`src/rtl/dmem_responder_pkg.sv`:
```
// ---------------------------------------------------------------------------
// dmem_responder_pkg
// Shared definitions for the data-memory responder: FSM state encoding,
// word geometry, response error codes and the access-legality check.
// No ports (package).
// ---------------------------------------------------------------------------
package dmem_responder_pkg;

   typedef enum logic [1:0] {
      IDLE = 2'd0,
      WAIT = 2'd1,
      RESP = 2'd2
   } state_t;

   localparam int   WORD_BYTES = 4;

   localparam logic RSP_ERR = 1'b1;
   localparam logic RSP_OK  = 1'b0;

   // An access is illegal when it is not word aligned or when its word index
   // falls beyond the end of the array.
   function automatic logic access_err(input logic [31:0] addr,
                                       input int unsigned depth);
      logic bad;
      bad = (addr[1:0] != 2'b00) || (addr[31:2] >= 30'(depth));
      return bad ? RSP_ERR : RSP_OK;
   endfunction

endpackage

```
`src/rtl/dmem_array.sv`:
```
// ---------------------------------------------------------------------------
// dmem_array
// DEPTH x 32-bit storage with per-byte write enables. Writes land on the
// rising clock edge; reads are combinational from the same address port.
// Contents are never reset.
// Ports:
//   clk    in   clock
//   we     in   write enable (qualified per byte by wstrb)
//   wstrb  in   byte enables, bit i -> wdata[8i+7:8i]
//   addr   in   word index
//   wdata  in   write data
//   rdata  out  read data at addr
// ---------------------------------------------------------------------------
module dmem_array
   import dmem_responder_pkg::*;
#(
   parameter int DEPTH = 64
) (
   input  logic                     clk,
   input  logic                     we,
   input  logic [3:0]               wstrb,
   input  logic [$clog2(DEPTH)-1:0] addr,
   input  logic [31:0]              wdata,
   output logic [31:0]              rdata
);

   logic [31:0] mem [DEPTH];

   always_ff @(posedge clk) begin
      if (we) begin
         for (int i = 0; i < WORD_BYTES; i++) begin
            if (wstrb[i]) begin
               mem[addr][8*i +: 8] <= wdata[8*i +: 8];
            end
         end
      end
   end

   assign rdata = mem[addr];

endmodule

```
`src/rtl/dmem_responder.sv`:
```
// ---------------------------------------------------------------------------
// dmem_responder
// Memory-side responder for the core's data-memory port. Accepts one
// load/store at a time over a valid/ready request channel, waits LATENCY
// cycles, performs the word access, then presents the result on a
// valid/ready response channel until it is taken.
// Ports:
//   clk        in   clock, all state on rising edge
//   reset      in   asynchronous active-low reset
//   req_valid  in   request present
//   req_ready  out  responder idle and able to accept
//   req_we     in   1 = store, 0 = load
//   req_addr   in   byte address
//   req_wdata  in   store data
//   req_wstrb  in   store byte enables
//   rsp_valid  out  response present
//   rsp_ready  in   requester takes the response
//   rsp_rdata  out  load data (0 for stores and errors)
//   rsp_err    out  misaligned or out-of-range access
// ---------------------------------------------------------------------------
module dmem_responder
   import dmem_responder_pkg::*;
#(
   parameter int DEPTH   = 64,
   parameter int LATENCY = 2
) (
   input  logic        clk,
   input  logic        reset,
   input  logic        req_valid,
   output logic        req_ready,
   input  logic        req_we,
   input  logic [31:0] req_addr,
   input  logic [31:0] req_wdata,
   input  logic [3:0]  req_wstrb,
   output logic        rsp_valid,
   input  logic        rsp_ready,
   output logic [31:0] rsp_rdata,
   output logic        rsp_err
);

   localparam int         AW       = $clog2(DEPTH);
   // The counter is loaded with LATENCY-1 so that the access happens on the
   // LATENCY-th edge after acceptance.
   localparam logic [3:0] CNT_INIT = (LATENCY == 0) ? 4'd0 : 4'(LATENCY - 1);

   state_t      state, state_nxt;
   logic [3:0]  cnt;

   logic        lat_we;
   logic [31:0] lat_addr;
   logic [31:0] lat_wdata;
   logic [3:0]  lat_wstrb;

   logic        accept;
   logic        do_access;
   logic        acc_we;
   logic [31:0] acc_addr;
   logic [31:0] acc_wdata;
   logic [3:0]  acc_wstrb;
   logic        acc_err;
   logic        arr_we;
   logic [31:0] arr_rdata;

   assign accept = (state == IDLE) && req_valid;

   // With zero latency the access happens on the acceptance edge itself, so
   // the live request fields feed the array; otherwise the latched copy does.
   always_comb begin
      acc_we    = lat_we;
      acc_addr  = lat_addr;
      acc_wdata = lat_wdata;
      acc_wstrb = lat_wstrb;
      if (state == IDLE) begin
         acc_we    = req_we;
         acc_addr  = req_addr;
         acc_wdata = req_wdata;
         acc_wstrb = req_wstrb;
      end
   end

   always_comb begin
      do_access = 1'b0;
      if (LATENCY == 0) begin
         do_access = accept;
      end else begin
         do_access = (state == WAIT) && (cnt == 4'd0);
      end
   end

   assign acc_err = access_err(acc_addr, DEPTH);
   assign arr_we  = do_access && acc_we && !acc_err;

   dmem_array #(
      .DEPTH (DEPTH)
   ) u_array (
      .clk   (clk),
      .we    (arr_we),
      .wstrb (acc_wstrb),
      .addr  (acc_addr[AW+1:2]),
      .wdata (acc_wdata),
      .rdata (arr_rdata)
   );

   // FSM state register
   always_ff @(posedge clk or negedge reset) begin
      if (!reset) begin
         state <= IDLE;
      end else begin
         state <= state_nxt;
      end
   end

   // Next state and handshake outputs; both outputs decode registered state
   // only, so no request or response input reaches them combinationally.
   always_comb begin
      state_nxt = state;
      req_ready = 1'b0;
      rsp_valid = 1'b0;
      case (state)
         IDLE: begin
            req_ready = 1'b1;
            if (req_valid) begin
               state_nxt = (LATENCY == 0) ? RESP : WAIT;
            end
         end
         WAIT: begin
            if (cnt == 4'd0) begin
               state_nxt = RESP;
            end
         end
         RESP: begin
            rsp_valid = 1'b1;
            if (rsp_ready) begin
               state_nxt = IDLE;
            end
         end
         default: begin
            state_nxt = IDLE;
         end
      endcase
   end

   // Wait counter and response registers
   always_ff @(posedge clk or negedge reset) begin
      if (!reset) begin
         cnt       <= 4'd0;
         rsp_rdata <= 32'd0;
         rsp_err   <= RSP_OK;
      end else begin
         if (accept) begin
            cnt <= CNT_INIT;
         end else if ((state == WAIT) && (cnt != 4'd0)) begin
            cnt <= cnt - 4'd1;
         end
         if (do_access) begin
            rsp_rdata <= (acc_we || acc_err) ? 32'd0 : arr_rdata;
            rsp_err   <= acc_err;
         end
      end
   end

   // Request capture; pure data, so it carries no reset.
   always_ff @(posedge clk) begin
      if (accept) begin
         lat_we    <= req_we;
         lat_addr  <= req_addr;
         lat_wdata <= req_wdata;
         lat_wstrb <= req_wstrb;
      end
   end

endmodule

```
`config.mk`:
```
export PLATFORM = sky130hd
export DESIGN_NAME = dmem_responder
export DESIGN_NICKNAME = d
export VERILOG_FILES = /design/src/rtl/dmem_responder_pkg.sv /design/src/rtl/dmem_array.sv /design/src/rtl/dmem_responder.sv
export SDC_FILE = /design/constraint.sdc
export NUM_CORES = 2
export LEC_CHECK = 0
export BUFFER_PORTS_ARGS = -buffer_cell sky130_fd_sc_hd__buf_2
export CORE_MARGIN = 2
export CORE_UTILIZATION = 56
export DETAILED_ROUTE_END_ITERATION = 8
export GPL_ROUTABILITY_DRIVEN = 0
export PLACE_DENSITY = 0.75
export SYNTH_ARGS = -nofsm -noshare
export SYNTH_HDL_FRONTEND = slang
export SYNTH_SLANG_ARGS = --single-unit
export TNS_END_PERCENT = 5
```
`constraint.sdc`:
```
create_clock -name clk -period 3.5 [get_ports clk]
set_clock_uncertainty 0.1 [all_clocks]
set_input_delay 0.35 -clock clk [delete_from_list [all_inputs] [get_ports clk]]
set_output_delay 0.35 -clock clk [all_outputs]
set_load 0.05 [all_outputs]
```
# Word-level counts from Yosys, hierarchy flattened
# Memory sizes are Yosys's and may differ from the RTL's.
# Index checks and enable logic that the tools add are counted.
[word_totals] register_bits=108 ramBits=2048 inputBits=73 out_inout_bits=35 word_cells=56 n_memories=1
[memory_table] name="u_array.mem" words=64 word_bits=32 rd=1 rd_clocked_by_memory_dff=0 wr=1 line="dmem_array.sv:27" rtl="logic [31:0] mem [DEPTH];"
[classes] add_sub_neg=1 order_cmp=1 eq_ne=5 muxes=26 reduce_logical=14
[op_table] operator="32-bit 2-to-1 mux" n=3
[op_table] operator="30-bit by 7-bit greater-or-equal comparator with 1-bit output, second input constant" n=1
[op_table] operator="1-bit 2-to-1 mux" n=16
[op_table] operator="4-bit 2-to-1 mux" n=3
[op_table] operator="2-bit 2-to-1 mux" n=3
[op_table] operator="2-bit inequality test, second input constant" n=3
[op_table] operator="2-bit one-hot mux with 3 select lines" n=1
[op_table] operator="1-bit logical AND" n=5
[op_table] operator="4-bit zero test" n=1
[op_table] operator="2-bit nonzero test" n=2
[op_table] operator="4-bit nonzero test" n=1
[op_table] operator="4-bit by 1-bit subtractor with 4-bit output, second input constant" n=1
[op_table] operator="3-bit AND reduction" n=1
[op_table] operator="2-bit by 1-bit == test with 1-bit output, second input constant" n=1
[op_table] operator="2-bit == test, second input constant" n=1
[op_table] operator="2-bit zero test" n=1
[op_table] operator="1-bit logical OR" n=2
[op_table] operator="1-bit zero test" n=1

# Logic depth before layout (Yosys ltp)
[depth] ltp_word=9 ltp_mapped=14 ltp_nobuf=9

# By module
# From an unflattened synthesis, not the netlist that was laid out.
[unflattened] hier_cells=4850 area_unflattened_um2=82574.2
[by_module_without_submodules] mod="dmem_array" instances=1 cells_per_inst=4614 area_each_um2=78407.7 seq_area_each_um2=61499.0
[by_module_without_submodules] mod="dmem_responder" instances=1 cells_per_inst=236 area_each_um2=4166.5 seq_area_each_um2=3047.9

# Least setup slack after synthesis
# OpenSTA, ideal clock, no wires.
[synth_path] kind="flip-flop to flip-flop" start="register state[0]" end="register lat_addr[0] (enable)" setup_time_ns=0.425 t_arrival_ns=2.971 t_required_ns=2.975 setup_slack_ns=0.004 stages_incl_launch_ff=9 n_path_buf=4 synth_period_minus_slack_ns=3.496 path_cell_list="dfrtp_1 -> buf_6 -> or2_4 -> inv_2 -> buf_2 -> buf_2 -> buf_1 -> nand2_1 -> inv_1"
[synth_between] elab_chain_len=2
[synth_lines] item="start: declaration" line="dmem_responder.sv:46" rtl="state_t state, state_nxt;"
[synth_lines] item="start signal: assignment" line="dmem_responder.sv:109" rtl="state <= state_nxt;"
[synth_lines] item="2-bit zero test" line="dmem_responder.sv:64" rtl="assign accept = (state == IDLE) && req_valid;"
[synth_lines] item="1-bit logical AND" line="dmem_responder.sv:64"
[synth_lines] item="named net accept" line="dmem_responder.sv:54" rtl="logic accept;"
[synth_lines] item="end signal: assignment" line="dmem_responder.sv:166" rtl="lat_addr <= req_addr;"
[synth_lines] item="end: declaration" line="dmem_responder.sv:50" rtl="logic [31:0] lat_addr;"
# The timed path passes the listed nets, and every way through them passes these cells.
# A chain may end at the register's enable or synchronous reset.

# Worst setup path after layout
[layout_path] start="register state[0]" end="register rsp_rdata[1]"
[layout_between] elab_chain_len=7 word_cells_on_any_way=12 classes_between="1 x order compare; 1 x eq/ne; 4 x mux; 5 x reduce/logical; 1 x memory"
[layout_lines] item="2-bit zero test" line="dmem_responder.sv:73" rtl="if (state == IDLE) begin"
[layout_lines] item="32-bit 2-to-1 mux" line="dmem_responder.sv:73"
[layout_lines] item="30-bit by 7-bit greater-or-equal comparator with 1-bit output / 2-bit nonzero test (equally long branches)" line="dmem_responder_pkg.sv:25" rtl="bad = (addr[1:0] != 2'b00) || (addr[31:2] >= 30'(depth));"
[layout_lines] item="1-bit logical OR" line="dmem_responder_pkg.sv:25"
[layout_lines] item="1-bit 2-to-1 mux" line="dmem_responder_pkg.sv:26" rtl="return bad ? RSP_ERR : RSP_OK;"
[layout_lines] item="1-bit logical OR" line="dmem_responder.sv:156" rtl="rsp_rdata <= (acc_we || acc_err) ? 32'd0 : arr_rdata;"
[layout_lines] item="32-bit 2-to-1 mux" line="dmem_responder.sv:156"
[layout_lines] item="end signal: assignment" line="dmem_responder.sv:156"
[layout_lines] item="end: declaration" line="dmem_responder.sv:37" rtl="output logic [31:0] rsp_rdata,"
# Several ways; a longest one is shown, not always the timed one.

==> reports/metrics.yaml <==
status: "finished, violations left"
violations: "setup timing"
firstDrtPassIters: 7
wl_per_cell_microns: 31.1
critPathRequiredTime_ns: 4.15
drc: 0
grt_pass1_vias: 54900
path_clk_slew_ns: 0.06
power.density_nw_per_um2: 826
portBuffers: 107
cellLeakagePower_nw: 32.7
min_path_cells: 2
max-cap-violations: 0
finalWorstSetupSlack_ns: -0.0810
p_sw_frac: 0.352
hold_viol_final: 0
antenna_found_initial: 13
ys_top_cells_by_count: "edfxtp_1, nand2_1, o22ai_1, nor2_1, nor3_1"
combinationalPowerShare: 0.314
cts-buffers-inserted: 203
critPathCaptureType: "flop"
drtIter0Drc: 10300
synth_top_cells_by_area: "edfxtp_1, nand2_1, o22ai_1, nor3_1, nand3_1"
die_w_microns: 386
clk_path_buf_depth: 3
max-vdd-ir-drop_uv: 1190
grt_use_total: 0.341
grt_first_pass_wirelength_microns: 367000
via_per_inst: 6.82
syn_inst: 5468
dp.cells: 7779
rsz0062_at_grt: "yes"
yosysTopAreaCellShare: 0.778
crit_type: "flop to flop"
ys_seq_area_frac: 0.790
clkPwrFrac: 0.273
clock-sinks: 2156
nNetsFinal: 6221
avgSynthCellArea_sq_um: 14.9
final_core_util: 0.667
post-route-min-period_ns: 3.58
postRouteAntennaNets: 0
p_seq_frac: 0.413
vias: 56200
hold_path_class: "input port to flop"
placed_cell_area_sq_um: 89400
r2r_cells: 10
p_sw_mw: 28.2
synthToLayoutAreaGrowth_pct: 18.5
grt_overflow_total: 0
crit_chain: "buf_4, o21a_2, a22oi_4, buf_12, nor2_1, or4_1, nor3_1, o22ai_1, or3_1, o31ai_1"
period_share: 1.02
ios: 108
layout-drive-gt1-share: 0.181
htree_levels: 4
async_flop_share: 0.0181
internal-power_mw: 51.8
slew_headroom: 0.137
clock_latency_ns: 0.84
grt_max_degree: 65
setup_viol: 3
crit_arrival_ns: 4.23
ys.flop_type: "edfxtp_1"
die_h_microns: 386
start_kind: "flop"
final_cell_area_sq_um: 96800
clockRootBuffer: "clkbuf_16"
maxSlewViolCount: 0
max_clock_freq_ghz: 0.279
tightest_slew_ns: 1.29
totalWireLength_microns: 256000
cp_max_fo: 10
max_stage_delay_ns: 0.67
cp_slowest_cell: "or4_1"
synth_most_common_cell: "edfxtp_1"
synth.distinct_cells: 65
coreArea_sq_um: 145000
syn_nets: 5542
start_util: 0.563
ys_ff_latch: 2156
place_ws_ns: -0.128
tns_ns: -0.146
nFillCells: 9304
netlist_area_sq_um: 81700
synth_top_area_cell: "edfxtp_1"
whs_ns: 0.129
dieArea_sq_um: 149000
num_rows: 140
final-instance-count-excl-fill: 8243
cts_tree: "done"
yosys_warnings: 0
synth_edf_count: 2117
dp_hpwl_microns: 153000
power_mw: 80.0
[logic make-up after synthesis]
logic type | share of synthesized area
and+or+nand+nor | 0.0963
buffers and inverters | 0.0196
DFF | 0.790
muxes | 0.0138
xor gates and xnor gates | 0.000322
AOI/OAI and AO/OA | 0.0797
adders and majority gates | 0.000153
[worst paths after layout]
path	slack (ns)	to	start
max	-0.08	rsp_rdata[1]$_DFFE_PN0P_	state[0]$_DFFE_PN0P_
max in group asynchronous	2.21	rsp_rdata[17]$_DFFE_PN0P_	reset
min in group asynchronous	0.28	rsp_err$_DFFE_PN0P_	reset
min reg2reg	0.45	rsp_err$_DFFE_PN0P_	rsp_err$_DFFE_PN0P_
max reg2reg	-0.08	rsp_rdata[1]$_DFFE_PN0P_	state[0]$_DFFE_PN0P_
min	0.13	lat_wdata[5]$_DFFE_PP_	req_wdata[5]
[power by group through the flow]
| stage | combinational, mW | clock [mW] | sequential, mW |
|---|---|---|---|
| global route | 25.7 | 22.8 | 33.0 |
| CTS | 24.1 | 21.8 | 33.0 |
| floorplan | 11.5 | 0 | 33.8 |
| global placement | 23.3 | 0 | 33.5 |
| finish | 25.1 | 21.8 | 33.0 |
| detailed placement | 23.8 | 0 | 33.5 |
[registers in the layout (all words and copies together) (netlist names)]
signal       flops
lat_we           1
cnt              4
rsp_rdata       32
lat_wstrb        4
lat_addr        32
rsp_err          1
lat_wdata       32
state            2
u_array.mem   2048
[what timing repair did]
action | CTS | global route
hold buffers | 72 | 0
endpoints found under the setup margin | 3 | 13
setup buffers | 3 | 4
endpoints found under the hold margin | 100 | 0
pin swaps | 4 | 3
resized for setup | 3 | 13
cloned | 1 | 0
[cells in the final DEF (no fill, tap or decap), types with 18 or more instances in the layout]
master,instances
buf_12,88
nor4_1,101
mux2i_1,110
clkbuf_1,48
nor3_1,265
a21oi_1,180
nor2_1,265
o22ai_1,459
dfrtp_1,39
dlygate4sd3_1,72
nand2_1,852
a31oi_1,142
clkbuf_16,205
edfxtp_1,2117
nand2_2,38
buf_2,107
a32o_1,36
clkinv_1,43
bufinv_16,18
clkinv_2,35
buf_4,579
a32oi_1,83
nand3_1,224
[worst max-delay path, delay by kind of cell (launching register included)]
family / cells / cell delay (ns)
buffers and inverters: 2 / 0.34
flip-flops: 1 / 0.39
AND/OR/NAND/NOR: 4 / 1.68
AO/OA/AOI/OAI: 4 / 0.96
[cell type report]
| cell class | instances | area (sq um) | area share |
|---|---|---|---|
| antenna | 11 | 27.5 | 0.000284 |
| tap | 1917 | 2400 | 0.0248 |
| inverter | 8 | 31.3 | 0.000323 |
| multi-input combinational | 2926 | 15800 | 0.164 |
| clock buffer | 258 | 5380 | 0.0556 |
| clock inverter | 115 | 1120 | 0.0116 |
| sequential | 2156 | 64500 | 0.667 |
| timing repair buffer | 852 | 7450 | 0.0769 |
[metal layers]
metal / share of wire / up-vias / routed length (microns) / global-route usage
met1: 0.33 / 27400 / 85300 / 0.440
met5: 0.00028 / - / 72 / 0
met3: 0.15 / 1042 / 37300 / 0.0997
li1: - / 22700 / - / -
met2: 0.46 / 5083 / 117000 / 0.524
met4: 0.063 / 10 / 16200 / 0.186
Power figures use the tool's default switching activity.
